===== src/rtl/gf180mcu_osu_sc_gp12t3v3__strap_pkg.sv =====
// rtl/gf180mcu_osu_sc_gp12t3v3__strap_pkg.sv - shared types and widths for the strap controller
// Holds the controller state encoding and the counter width constants.
package gf180mcu_osu_sc_gp12t3v3__strap_pkg;

  localparam int SETTLE_CNT_W = 8;
  localparam int RETRY_CNT_W  = 4;

  typedef enum logic [1:0] {
    ST_SETTLE  = 2'd0,
    ST_SAMPLE1 = 2'd1,
    ST_SAMPLE2 = 2'd2,
    ST_DONE    = 2'd3
  } state_t;

endpackage


===== src/rtl/gf180mcu_osu_sc_gp12t3v3__strap_cnt.sv =====
// rtl/gf180mcu_osu_sc_gp12t3v3__strap_cnt.sv - loadable up-counter with terminal-count flag
// Ports:
//   clk      - clock, rising edge
//   rst      - synchronous active-high reset, clears the count
//   load     - load load_val (has priority over inc)
//   load_val - value loaded on load
//   inc      - increment by one
//   term     - terminal value to compare against
//   tc       - high while the count equals term
module gf180mcu_osu_sc_gp12t3v3__strap_cnt
  import gf180mcu_osu_sc_gp12t3v3__strap_pkg::*;
#(
  parameter int W = SETTLE_CNT_W
) (
  input  logic         clk,
  input  logic         rst,
  input  logic         load,
  input  logic [W-1:0] load_val,
  input  logic         inc,
  input  logic [W-1:0] term,
  output logic         tc
);

  logic [W-1:0] count;

  always_ff @(posedge clk) begin
    if (rst) begin
      count <= '0;
    end else if (load) begin
      count <= load_val;
    end else if (inc) begin
      count <= count + 1'b1;
    end
  end

  assign tc = (count == term);

endmodule


===== src/rtl/gf180mcu_osu_sc_gp12t3v3__strap_ctrl.sv =====
// rtl/gf180mcu_osu_sc_gp12t3v3__strap_ctrl.sv - strap sampler and tie-off configuration controller
// Ports:
//   CLK      - clock, rising edge
//   RST      - synchronous active-high reset
//   STRAP_IN - asynchronous strap pins, double-flopped here
//   CFG_WE   - override write strobe, honoured only in DONE while unlocked
//   CFG_D    - override value
//   LOCK     - sticky lock request
//   Y        - registered configuration value
//   VALID    - Y is final (sampled or fallback)
//   FAULT    - sampling failed, Y fell back to DEFAULT
//   LOCKED   - sticky lock status
module gf180mcu_osu_sc_gp12t3v3__strap_ctrl
  import gf180mcu_osu_sc_gp12t3v3__strap_pkg::*;
#(
  parameter int               WIDTH     = 8,
  parameter int               SETTLE    = 16,
  parameter int               MAX_RETRY = 3,
  parameter logic [WIDTH-1:0] DEFAULT   = {WIDTH{1'b1}}
) (
  input  logic             CLK,
  input  logic             RST,
  input  logic [WIDTH-1:0] STRAP_IN,
  input  logic             CFG_WE,
  input  logic [WIDTH-1:0] CFG_D,
  input  logic             LOCK,
  output logic [WIDTH-1:0] Y,
  output logic             VALID,
  output logic             FAULT,
  output logic             LOCKED
);

  localparam logic [SETTLE_CNT_W-1:0] SETTLE_TERM = SETTLE_CNT_W'(SETTLE - 1);
  localparam logic [RETRY_CNT_W-1:0]  RETRY_TERM  = RETRY_CNT_W'(MAX_RETRY - 1);

  state_t           state_q, state_d;
  logic [WIDTH-1:0] sync1, sync2;
  logic [WIDTH-1:0] s1_q, s1_d;
  logic [WIDTH-1:0] y_d;
  logic             valid_d, fault_d;
  logic             settle_inc, settle_load, settle_tc;
  logic             retry_inc, retry_tc;

  // Settle window: counts while in SETTLE, cleared when a retry starts.
  gf180mcu_osu_sc_gp12t3v3__strap_cnt #(.W(SETTLE_CNT_W)) u_settle_cnt (
    .clk      (CLK),
    .rst      (RST),
    .load     (settle_load),
    .load_val ('0),
    .inc      (settle_inc),
    .term     (SETTLE_TERM),
    .tc       (settle_tc)
  );

  // Retry budget: tc means the current attempt is the last one allowed.
  gf180mcu_osu_sc_gp12t3v3__strap_cnt #(.W(RETRY_CNT_W)) u_retry_cnt (
    .clk      (CLK),
    .rst      (RST),
    .load     (1'b0),
    .load_val ('0),
    .inc      (retry_inc),
    .term     (RETRY_TERM),
    .tc       (retry_tc)
  );

  always_comb begin
    state_d     = state_q;
    s1_d        = s1_q;
    y_d         = Y;
    valid_d     = VALID;
    fault_d     = FAULT;
    settle_inc  = 1'b0;
    settle_load = 1'b0;
    retry_inc   = 1'b0;
    case (state_q)
      ST_SETTLE: begin
        settle_inc = 1'b1;
        if (settle_tc) state_d = ST_SAMPLE1;
      end
      ST_SAMPLE1: begin
        s1_d    = sync2;
        state_d = ST_SAMPLE2;
      end
      ST_SAMPLE2: begin
        if (sync2 == s1_q) begin
          y_d     = sync2;
          valid_d = 1'b1;
          state_d = ST_DONE;
        end else if (!retry_tc) begin
          retry_inc   = 1'b1;
          settle_load = 1'b1;
          state_d     = ST_SETTLE;
        end else begin
          y_d     = DEFAULT;
          valid_d = 1'b1;
          fault_d = 1'b1;
          state_d = ST_DONE;
        end
      end
      ST_DONE: begin
        // LOCKED is the registered value, so a write coinciding with the
        // lock request still lands.
        if (CFG_WE && !LOCKED) y_d = CFG_D;
      end
      default: state_d = ST_SETTLE;
    endcase
  end

  always_ff @(posedge CLK) begin
    if (RST) begin
      state_q <= ST_SETTLE;
      sync1   <= DEFAULT;
      sync2   <= DEFAULT;
      s1_q    <= DEFAULT;
      Y       <= DEFAULT;
      VALID   <= 1'b0;
      FAULT   <= 1'b0;
      LOCKED  <= 1'b0;
    end else begin
      state_q <= state_d;
      sync1   <= STRAP_IN;
      sync2   <= sync1;
      s1_q    <= s1_d;
      Y       <= y_d;
      VALID   <= valid_d;
      FAULT   <= fault_d;
      LOCKED  <= LOCKED | LOCK;
    end
  end

endmodule


===== config.mk =====
export PLATFORM = sky130hd
export DESIGN_NAME = gf180mcu_osu_sc_gp12t3v3__strap_ctrl
export DESIGN_NICKNAME = d
export VERILOG_FILES = /design/src/rtl/gf180mcu_osu_sc_gp12t3v3__strap_pkg.sv /design/src/rtl/gf180mcu_osu_sc_gp12t3v3__strap_cnt.sv /design/src/rtl/gf180mcu_osu_sc_gp12t3v3__strap_ctrl.sv
export SDC_FILE = /design/constraint.sdc
export NUM_CORES = 1
export LEC_CHECK = 0
export BUFFER_PORTS_ARGS = -buffer_cell sky130_fd_sc_hd__buf_4
export CAP_MARGIN = 20
export CORE_AREA = 2 2 61 78
export DETAILED_ROUTE_END_ITERATION = 7
export DIE_AREA = 0 0 63 80
export PLACE_DENSITY = 0.76
export SLEW_MARGIN = 20
export SYNTH_ARGS = -nofsm -noshare
export SYNTH_HDL_FRONTEND = slang
export SYNTH_SLANG_ARGS = --single-unit

===== constraint.sdc =====
create_clock -name CLK -period 2.6 [get_ports CLK]
set_input_delay 0.52 -clock CLK [delete_from_list [all_inputs] [get_ports CLK]]
set_output_delay 0.52 -clock CLK [all_outputs]
set_load 0.02 [all_outputs]

# Yosys cells after proc, flatten, opt, wreduce, memory -nomap -nowiden
# Index checks and enable logic that the tools add are counted.
[word_totals]
mem_count = 0
inputBits = 20
out_inout_bits = 11
regBits = 49
latch_bits = 0
ramBits = 0
romBits = 0
wordCells = 48
[classes]
bitwise_logic = 2
shift = 0
reduce_logical = 11
n_eq_ne = 9
order_cmp = 0
n_addsub = 2
muxes = 14
n_mul = 0
div_mod_pow = 0
[ops]
columns = ["operator", "n"]
rows = [
  ["2-to-1 mux 8 bit", 3],
  ["case mux 8 bit (2 select lines)", 1],
  ["adder 8 x 1 -> 8 bit (second input constant)", 1],
  ["equality test 8 x 4 -> 1 bit (second input constant)", 1],
  ["equality test 8 bit", 1],
  ["2-to-1 mux 1 bit", 6],
  ["2-to-1 mux 2 bit", 3],
  ["case mux 2 bit (3 select lines)", 1],
  ["AND reduction 3 bit", 2],
  ["adder 4 x 1 -> 4 bit (second input constant)", 1],
  ["equality test 2 bit (second input constant)", 2],
  ["equality test 4 x 2 -> 1 bit (second input constant)", 1],
  ["inequality test 2 bit (second input constant)", 2],
  ["AND reduction 2 bit", 2],
  ["nonzero test 2 bit", 2],
  ["inequality test 3 bit (second input constant)", 1],
  ["nonzero test 3 bit", 1],
  ["equality test 2 x 1 -> 1 bit (second input constant)", 1],
  ["logical NOT 2 bit", 1],
  ["OR reduction 2 bit", 1],
  ["logical AND 1 bit", 1],
  ["logical NOT 1 bit", 1],
  ["inverter 1 bit", 1],
  ["OR 1 bit", 1],
]

# Longest topological paths before layout
# Gate-level depths: netlist (run 1).
[depth]
ltp_word = 5
mapped_depth = 8
ltp_nobuf = 7

# By module
# A second synthesis (run 1) with hierarchy kept.
[unflattened]
hier_cells = 248
hier_area_um2 = 2323.5
[by_module_without_submodules]
columns = ["mod", "n_inst", "area_per_inst_um2", "seq_area_each_um2", "cells_per_inst"]
rows = [
  ["gf180mcu_osu_sc_gp12t3v3__strap_ctrl", 1, 1524.0, 740.7, 156],
  ["gf180mcu_osu_sc_gp12t3v3__strap_cnt at u_settle_cnt", 1, 553.0, 160.2, 65],
  ["gf180mcu_osu_sc_gp12t3v3__strap_cnt at u_retry_cnt", 1, 246.5, 80.1, 27],
]

# Worst setup path after synthesis (run 1)
# Ideal clock, no wire load.
[synth_timing]
path_kind = "reg-to-reg"
startpoint = "register u_settle_cnt.count[0]"
endpoint = "register state_q[0]"
path_slack_ns = 0.719
required_ns = 2.513
setup_ns = 0.087
path_buffers = 0
path_stages_with_launch = 7
synth_period_minus_slack_ns = 1.881
arrival_ns = 1.794
path_cell_list = "dfxtp_1 ha_1 nand4b_1 or4_1 a21oi_1 or4b_1 o31ai_1"
[synth_via]
elab_chain_cells = 3
[synth_lines]
columns = ["item", "line", "text"]
rows = [
  ["from (decl)", "gf180mcu_osu_sc_gp12t3v3__strap_cnt.sv:24", "logic [W-1:0] count;"],
  ["from (signal assigned)", "gf180mcu_osu_sc_gp12t3v3__strap_cnt.sv:30", "count <= load_val;"],
  ["from (signal assigned)", "gf180mcu_osu_sc_gp12t3v3__strap_cnt.sv:32", "count <= count + 1'b1;"],
  ["equality test 8 x 4 -> 1 bit", "gf180mcu_osu_sc_gp12t3v3__strap_cnt.sv:36", "assign tc = (count == term);"],
  ["inequality test 2 bit (no line)", "-", ""],
  ["AND reduction 2 bit (no line)", "-", ""],
  ["to (signal assigned)", "gf180mcu_osu_sc_gp12t3v3__strap_ctrl.sv:120", "state_q <= state_d;"],
  ["to (decl)", "gf180mcu_osu_sc_gp12t3v3__strap_ctrl.sv:36", "state_t state_q, state_d;"],
]
# No other way between the ends.
# A chain may end at the register's enable or synchronous reset.

# Worst setup path after layout (run 1)
[layout_timing]
startpoint = "register sync2[7]"
endpoint = "register Y[3]"
[layout_via]
elab_chain_cells = 3
word_cells_on_any_way = 5
cone_classes = "2 x eq/ne; 2 x mux; 1 x reduce/logical"
[layout_lines]
columns = ["item", "line", "text"]
rows = [
  ["from (decl)", "gf180mcu_osu_sc_gp12t3v3__strap_ctrl.sv:37", "logic [WIDTH-1:0] sync1, sync2;"],
  ["from (signal assigned)", "gf180mcu_osu_sc_gp12t3v3__strap_ctrl.sv:122", "sync2 <= sync1;"],
  ["equality test 8 bit (*)", "gf180mcu_osu_sc_gp12t3v3__strap_ctrl.sv:85", "if (sync2 == s1_q) begin"],
  ["inequality test 3 bit (no line) or 2-to-1 mux 8 bit (tied branches)", "-", ""],
  ["AND reduction 3 bit (no line) or case mux 8 bit (2 select lines) (tied branches)", "-", ""],
  ["to (signal assigned)", "gf180mcu_osu_sc_gp12t3v3__strap_ctrl.sv:124", "Y <= y_d;"],
  ["to (decl)", "gf180mcu_osu_sc_gp12t3v3__strap_ctrl.sv:27", "output logic [WIDTH-1:0] Y,"],
]
# Mark *: on every way between the ends. The rest lies on a longest branch, timed or not.

==> impl_metrics.ini, run 1 <==
[placed_design]
dp_hpwl_mm = 2.312
gp_congestion = 0.7791
port_buffers = 30
dp.cells = 296

[power]
peakVddDrop_mv = 0.4315
power.total_w = 0.001703
p_per_area_mw_per_mm2 = 687.1
p_leak_nw = 1.063

[setup_path]
cpPeakStageDelay_ns = 0.49
critical_path.top_delay_family = compound AO/OA/AOI/OAI gates
critPathSlowestCell = o311a_4
worstPathRequired_ns = 2.79
crit_arrival_ns = 2.22
worstPathCellList = xnor2_1 -> nand4_2 -> o311a_4 -> or2_1 -> a221o_1
worst-path-buf-inv = 0
startpoint_type = flop
crit_start = sync2[7]
path_class = flop to flop
rr_startpoint = sync2[7]
r2r_cells = 5
crit_fanout = 16
endpoint = Y[3]
timing.rr.end = Y[3]
critPathCaptureType = flop
path_depth = 5
ff2ff_setup_slack_ns = 0.57

[timing]
period_share_pct = 78.09
relSlewSlack_pct = 57.79
setup_violations = 0
rsz0062_at_grt = no
finalCriticalPeriod_ns = 2.030
clock_skew_ns = 0.007281
tightest_slew_ns = 0.6280
max_freq_ghz = 0.4925
drv_slew = 0
holdWs_ns = 0.3994
final_hold_viol_count = 0
tns_ns = 0

[cts]
numCtsBuffers = 5
ctsResizeCount = 0
root_buffer = clkbuf_8
clk_pin_slew_ns = 0.09
cts_buffer_depth = 2
cts_sinks = 49
clk_latency_ns = 0.29
postCtsSetupBuffers = 0
holdBufCountCts = 0
cts_tree = done
htree_levels = 2

[drt]
drt-initial-drc-count = 56
viasPerCell = 4.793
drc = 0
routedWlPerCell_um = 11.06
wl_mm = 3.361
dr.pass1.iters = 4
num_vias = 1457
ant_nets = 0

[job]
drv_cap = 0

[floorplanning]
rows = 27
die_w_um = 63
dieArea_mm2 = 0.005040
fp.dieH_um = 80
core_area_mm2 = 0.004290
ios = 31
start_util_pct = 48.59

[global_route]
grt.total_usage_pct = 14.44
grt_max_degree = 47
top_usage_layer = met2
grt_pass1_vias = 1353
met3_usage_pct = 2.962
grt_remaining_overflow = 0
grtUsageMet2_pct = 25.74
grt_pass1_wl_mm = 5.802
use_met1_pct = 16.46
antenna_found_initial = 0

[cells_and_area]
fillers = 391
areaGrowthSynthToFinish_pct = 18.91
final_nets = 273
drive_gt1_share_pct = 24.39
fin_cells = 304
diodes = 0

[synthesis]
syn_nets = 246
avgSynthCellArea_um2 = 9.562
synth.top_cell.area_share_pct = 47.06
synth_area_mm2 = 0.002084
yosysTopAreaCell = dfxtp_1
yosys_warnings = 0
yosysMostFrequentCell = dfxtp_1
synth_seq_cells = 49
syn_inst = 218
async_flop_share_pct = 0
synth_common_cells = 49 x dfxtp_1, 22 x inv_1, 20 x a21oi_1, 17 x or2_2, 16 x nor2_1
synth_cell_type_count = 34
synth_ff_type = dfxtp_1
synth.area.top_cells = dfxtp_1 47%, or2_2 5.1%, xnor2_1 5.0%, a21oi_1 4.8%, ha_1 4.8%
ys_seq_area_share_pct = 47.06
synth-edff-count = 0

[outcome]
status = finished clean

[hold_path]
hold_path_class = input pin to flop
## placed cells by master, fill, tap and decap left out, types with 10 or more instances in the layout
| cell | count |
|---|---|
| nor2b_1 | 10 |
| xnor2_1 | 12 |
| dfxtp_1 | 49 |
| nor2_1 | 16 |
| inv_1 | 22 |
| a21oi_1 | 20 |
| buf_4 | 31 |
| or2_2 | 17 |
## state kept, by name (all words and copies together), names as in the netlist
register,flops
LOCKED,1
sync1,8
VALID,1
s1_q,8
u_retry_cnt.count,4
state_q,2
FAULT,1
sync2,8
Y,8
u_settle_cnt.count,8
## worst min path at each step
stage	end	cells after the start	start	slack [ns]
finish	sync1[0]	2	STRAP_IN[0]	0.40
global route	sync1[3]	2	STRAP_IN[3]	0.39
CTS	sync1[0]	2	STRAP_IN[0]	0.39
detailed placement	sync2[3]	1	sync1[3]	0.39
global placement	sync2[6]	1	sync1[6]	0.39
floorplan	sync2[0]	1	sync1[0]	0.39
## cells by family after synthesis
kind of cell,after synthesis,synth area share [%]
mux,2,0.9604
xor+xnor,17,7.143
buf+inv,33,6.303
simple gates,66,18.49
compound gates,43,15.25
flops,49,47.06
fa+ha+maj,8,4.802
## through the flow
step	instance area, µm²	setup slack [ns]	utilization [%]
after floorplan	2085	0.7193	-
after global placement	2341	0.5890	54.56
after detailed placement	2341	0.5789	54.56
after CTS	2479	0.5634	57.77
after global routing	2479	0.4352	57.77
final	2479	0.5695	57.77
## worst register-to-register path: stages (launching register included)
cell and delay (ns):
dfxtp_1 0.38, xnor2_1 0.15, nand4_2 0.18, o311a_4 0.49, or2_1 0.36, a221o_1 0.37
## where the power goes
| group | switching [W] | internal (W) |
|---|---|---|
| Combinational | 0.000125 | 0.000117 |
| Sequential | 0.0000329 | 0.000798 |
| Clock | 0.000244 | 0.000387 |
## metal layers
layer | up-vias | wire length, µm | share of wire, %
met1 | 641 | 1561 | 46
met5 | - | 0 | 0
li1 | 786 | - | -
met3 | 6 | 130 | 3.9
met2 | 24 | 1623 | 48
met4 | 0 | 46 | 1.4
## cell type report
class	instances	area, µm²	share of cell area (%)
clock buffer	5	68.82	2.776
clock inverter	3	68.82	2.776
inverter	22	82.58	3.332
multi-input combinational	136	972.2	39.22
sequential	49	980.9	39.58
tap	58	72.57	2.928
timing repair buffer	31	232.7	9.389
Note: power is estimated with default switching activity, not from simulation.
==> inputs of run 2 (changes only) <==
- ABC_AREA: not set -> 1
- CORE_AREA: 2 2 61 78 -> 2 2 61 77
- DIE_AREA: 0 0 63 80 -> 0 0 63 79
- PLACE_DENSITY: 0.76 -> 0.79
- clock period: 2.6 -> 1.8 ns (I/O delays scaled with it)
==> impl_metrics.ini, run 2 <==
[placed_design]
preCtsSetupSlack_ns = 0.2910
port_buffers = 30
gp_congestion = 0.8497
dp_hpwl_mm = 2.821
place_area_mm2 = 0.002352

[setup_path]
rr_startpoint = state_q[0]
critPathCaptureType = flop
cpPeakStageDelay_ns = 0.36
crit_arrival_ns = 1.78
critPathSlowestCell = dfxtp_1
worst-path-buf-inv = 2
timing.rr.end = Y[1]
crit_fanout = 16
startpoint_type = flop
path_class = flop to flop
critical_path.top_delay_family = simple AND/OR/NAND/NOR gates
worstPathRequired_ns = 2.06
worstPathCellList = inv_1 -> ha_1 -> inv_1 -> o21ai_1 -> nand2_4 -> or2_0 -> nand2_1
ff2ff_setup_slack_ns = 0.27
cpMostUsedCell = inv_1
r2r_cells = 7

[timing]
rsz0062_at_grt = no
drv_slew = 0
max_freq_ghz = 0.6547
final_hold_viol_count = 0
setup_violations = 0
clock_skew_ns = 0.01168
relSlewSlack_pct = 80.50
holdWs_ns = 0.2393
tightest_slew_ns = 0.2918
layout_setup_ws_ns = 0.2727
tns_ns = 0
finalCriticalPeriod_ns = 1.527
period_share_pct = 84.85

[synthesis]
synth_compound_area_share_pct = 11.60
synth.area.top_cells = dfxtp_1 48%, nand2_1 10%, ha_1 4.9%, or2_2 4.9%, inv_1 4.7%
synth_seq_cells = 49
synth.top_cell.area_share_pct = 47.63
avgSynthCellArea_um2 = 8.108
yosysMostFrequentCell = nand2_1
synth_common_cells = 56 x nand2_1, 49 x dfxtp_1, 26 x inv_1, 19 x a21oi_1, 17 x nor2_1
syn_nets = 282
synth-adder-area-share_pct = 4.860
muxShareOfSynthArea_pct = 0
synth_area_mm2 = 0.002059
synth_xor_area_share_pct = 4.253
syn_inst = 254
yosys.area_share.simple_pct = 25.03
synth_top_family_by_area = simple AND/OR/NAND/NOR gates
synth-edff-count = 0
yosys_warnings = 0
async_flop_share_pct = 0
synth_ff_type = dfxtp_1
ys_seq_area_share_pct = 47.63
synth_cell_type_count = 29
yosysTopAreaCell = dfxtp_1

[floorplanning]
dieArea_mm2 = 0.004977
rows = 27
start_util_pct = 48.00
ios = 31
fp.dieH_um = 79
die_w_um = 63
core_area_mm2 = 0.004290

[hold_path]
hold-path-cell-count = 2
hp-start = STRAP_IN[3]
whs_endpoint = sync1[3]
hold_path_class = input pin to flop

[cts]
cts_tree = done
postCtsSetupBuffers = 0
clk_latency_ns = 0.30
clk_pin_slew_ns = 0.09
numCtsBuffers = 5
ctsResizeCount = 0
cts_buffer_depth = 2
cts_sinks = 49
root_buffer = clkbuf_8
htree_levels = 2
holdBufCountCts = 0

[drt]
viasPerCell = 4.666
dr.pass1.iters = 6
routedWlPerCell_um = 10.75
drt-initial-drc-count = 92
drc = 0
num_vias = 1619
ant_nets = 0
wl_mm = 3.729

[job]
drv_cap = 0

[cells_and_area]
most-common-layout-cells = 56 x nand2_1, 49 x dfxtp_1, 34 x buf_4
regArea_um2 = 980.9
design_area_mm2 = 0.002449
fin_util_pct = 57.07
areaGrowthSynthToFinish_pct = 18.89
final_common_cell = nand2_1
diodes = 0
drive_gt1_share_pct = 21.80
multi_input_area_um2 = 942.2
fillers = 390
final_nets = 316

[power]
p_leak_nw = 1.126
p_per_area_mw_per_mm2 = 1225
peakVddDrop_mv = 0.8853

[global_route]
grt_max_degree = 23
antenna_found_initial = 0
grt_pass1_vias = 1529
grt_pass1_wl_mm = 6.327
grt_remaining_overflow = 0
grt.total_usage_pct = 16.31

[outcome]
status = finished clean
run 2: changes by cell type after synthesis, sizes merged, moves of 6 or more:
cell   delta
nor2b    -10
a221o     -8
xnor2     -6
o21ai     +9
nand2    +53
o22ai     +8
a211o     -8
or2       +6
run 2: kinds of logic after synthesis:
group	after synthesis
xor+xnor	10
simple gates	110
fa+ha+maj	8
buf+inv	34
flops	49
compound gates	43
run 2: cell type report:
class | instances | area share (%)
well taps | 58 | 2.964
flip-flops and latches | 49 | 40.06
repair buffers | 34 | 10.42
clock inverters | 2 | 0.5621
multi-input cells | 171 | 38.48
inverters | 27 | 4.139
clock buffers | 6 | 3.373
run 2: worst max path at each step:
stage	start	endpoint	slack, ns	cells after the start
detailed placement	state_q[0]	Y[1]	0.29	7
global route	state_q[0]	u_settle_cnt.count[7]	0.12	7
finish	state_q[0]	Y[1]	0.27	7
CTS	state_q[0]	Y[1]	0.27	7
floorplan	state_q[0]	Y[5]	0.36	9
global placement	state_q[0]	Y[1]	0.32	7
run 2: metrics by stage:
stage / total power, W / instances
floorplan: 0.002095 / 254
global placement: 0.002330 / 339
detailed placement: 0.002358 / 339
CTS: 0.003030 / 347
global route: 0.003226 / 347
finish: 0.002999 / 347
run 2: worst register-to-register path, stage by stage (launching register included):
cell     delay, ns
dfxtp_1       0.36
inv_1         0.09
ha_1          0.26
inv_1         0.09
o21ai_1       0.21
nand2_4       0.14
or2_0         0.25
nand2_1       0.07
run 2: metal layers:
metal	share of wire [%]	routed length, µm	GRT usage [%]	up-vias
met5	0	0	0	-
met4	1.6	61	6.667	0
met3	3.3	122	4.674	6
met2	50	1878	29.57	22
met1	45	1667	17.67	716
li1	-	-	-	875
run 2: report_power, final:
group | internal, W | total, W | leakage, nW | switching, W
Sequential | 0.00126 | 0.00137 | 0.402 | 0.000112
Clock | 0.000312 | 0.000670 | 0.0512 | 0.000358
Combinational | 0.000401 | 0.000957 | 0.672 | 0.000556
==> inputs of run 3 (changes only) <==
- clock period: 1.8 -> 1.27 ns (I/O delays scaled with it)
==> impl_metrics.ini, run 3 (same netlist as run 2, synthesis figures left out) <==
[cts]
cts_tree = done
root_buffer = clkbuf_8
cts_buffer_depth = 2
clk_latency_ns = 0.31
cts_sinks = 49
numCtsBuffers = 5
clk_pin_slew_ns = 0.09
holdBufCountCts = 0
htree_levels = 2

[cells_and_area]
final_common_cell = buf_4
final_nets = 339
areaGrowthSynthToFinish_pct = 37.55
most-common-layout-cells = 54 x buf_4, 48 x nand2_1, 37 x dfxtp_1
fillers = 344
fin_cells = 370
diodes = 0
drive_gt1_share_pct = 42.63

[placed_design]
port_buffers = 30
dp.cells = 358
dp_hpwl_mm = 2.717
gp_congestion = 0.7722

[global_route]
grt_remaining_overflow = 0
grt_pass1_wl_mm = 6.658
antenna_found_initial = 0
grt.total_usage_pct = 17.10
grt_pass1_vias = 1607
grt_max_degree = 25

[setup_path]
timing.rr.end = Y[0]
path_class = flop to flop
startpoint_type = flop
crit_fanout = 16
r2r_cells = 8
critPathCaptureType = flop
worstPathRequired_ns = 1.53
crit_arrival_ns = 1.63
rr_startpoint = sync2[3]
ff2ff_setup_slack_ns = -0.10

[timing]
finalCriticalPeriod_ns = 1.373
setup_violations = 22
tns_ns = -1.341
rsz0062_at_grt = yes
drv_slew = 0
layout_setup_ws_ns = -0.1030
holdWs_ns = 0.1284
tightest_slew_ns = 0.2311
max_freq_ghz = 0.7283
final_hold_viol_count = 0
period_share_pct = 108.1
relSlewSlack_pct = 84.43
clock_skew_ns = 0.01283

[power]
p_per_area_mw_per_mm2 = 1730
p_leak_nw = 1.262
peakVddDrop_mv = 1.232

[drt]
drc = 0
viasPerCell = 4.730
wl_mm = 4.191
routedWlPerCell_um = 11.33
num_vias = 1750
ant_nets = 0
drt-initial-drc-count = 59
dr.pass1.iters = 4

[floorplanning]
start_util_pct = 48.00
ios = 31
fp.dieH_um = 79
rows = 27
core_area_mm2 = 0.004290
dieArea_mm2 = 0.004977
die_w_um = 63

[hold_path]
whs_endpoint = sync1[2]
hold-path-cell-count = 2
hold_path_class = input pin to flop
hp-start = STRAP_IN[2]

[job]
drv_cap = 0

[outcome]
status = finished with violations
violations = setup timing
[run 3: cell type report]
| type | count | area, µm² | area share, % |
|---|---|---|---|
| Multi-Input combinational cell | 171 | 1125 | 39.71 |
| Sequential cell | 49 | 1001 | 35.34 |
| Timing Repair Buffer | 57 | 439.2 | 15.50 |
| Inverter | 27 | 103.9 | 3.666 |
| Tap cell | 58 | 72.57 | 2.562 |
| Clock buffer | 5 | 68.82 | 2.429 |
| Clock inverter | 3 | 22.52 | 0.7951 |
[run 3: worst max-delay path by stage]
| stage | start | to | slack (ns) | cells after the start |
|---|---|---|---|---|
| CTS | u_settle_cnt.count[1] | state_q[0] | -0.09 | 7 |
| global placement | sync2[4] | state_q[0] | -0.11 | 9 |
| detailed placement | u_settle_cnt.count[0] | state_q[0] | -0.16 | 7 |
| global route | sync2[3] | Y[4] | -0.22 | 8 |
| finish | sync2[3] | Y[0] | -0.10 | 8 |
| floorplan | state_q[1] | Y[5] | -0.03 | 9 |
[run 3: repair_timing]
action,CTS,global route
gates resized for setup,24,31
pin swaps,11,8
gates cloned,0,0
hold endpoints to repair,0,0
buffers inserted,2,2
endpoints found under the setup margin,23,26
[run 3: worst max-delay path, cell delays in order, from the launching register on]
cell,delay [ns]
dfxtp_1,0.37
xnor2_1,0.13
nand2_1,0.08
nor2_2,0.11
nand2_2,0.09
nand3_4,0.15
nand2_8,0.10
or2_0,0.23
nand2_1,0.06
[run 3: layer usage]
layer	track usage [%]	routed length [µm]	part of all wire, %	vias up
met4	11.11	80	1.9	0
met3	3.116	164	3.9	6
met2	31.06	2213	53	30
met5	0	0	0	-
li1	-	-	-	920
met1	17.94	1732	41	794
[run 3: power by group]
part | switching (W) | internal, W | leakage (nW)
sequential | 0.000184 | 0.00181 | 0.401
combinational | 0.00104 | 0.000941 | 0.812
clock | 0.000529 | 0.000391 | 0.0481
[run 3: through the flow]
step	worst slack (ns)	area (µm²)	utilization, %	total power [W]
global route	-0.2198	2833	66.03	0.005232
floorplan	-0.02694	2106	-	0.003041
CTS	-0.09248	2701	62.96	0.004673
global placement	-0.1133	2539	59.17	0.003555
finish	-0.1030	2833	66.03	0.004902
detailed placement	-0.1552	2539	59.17	0.003615
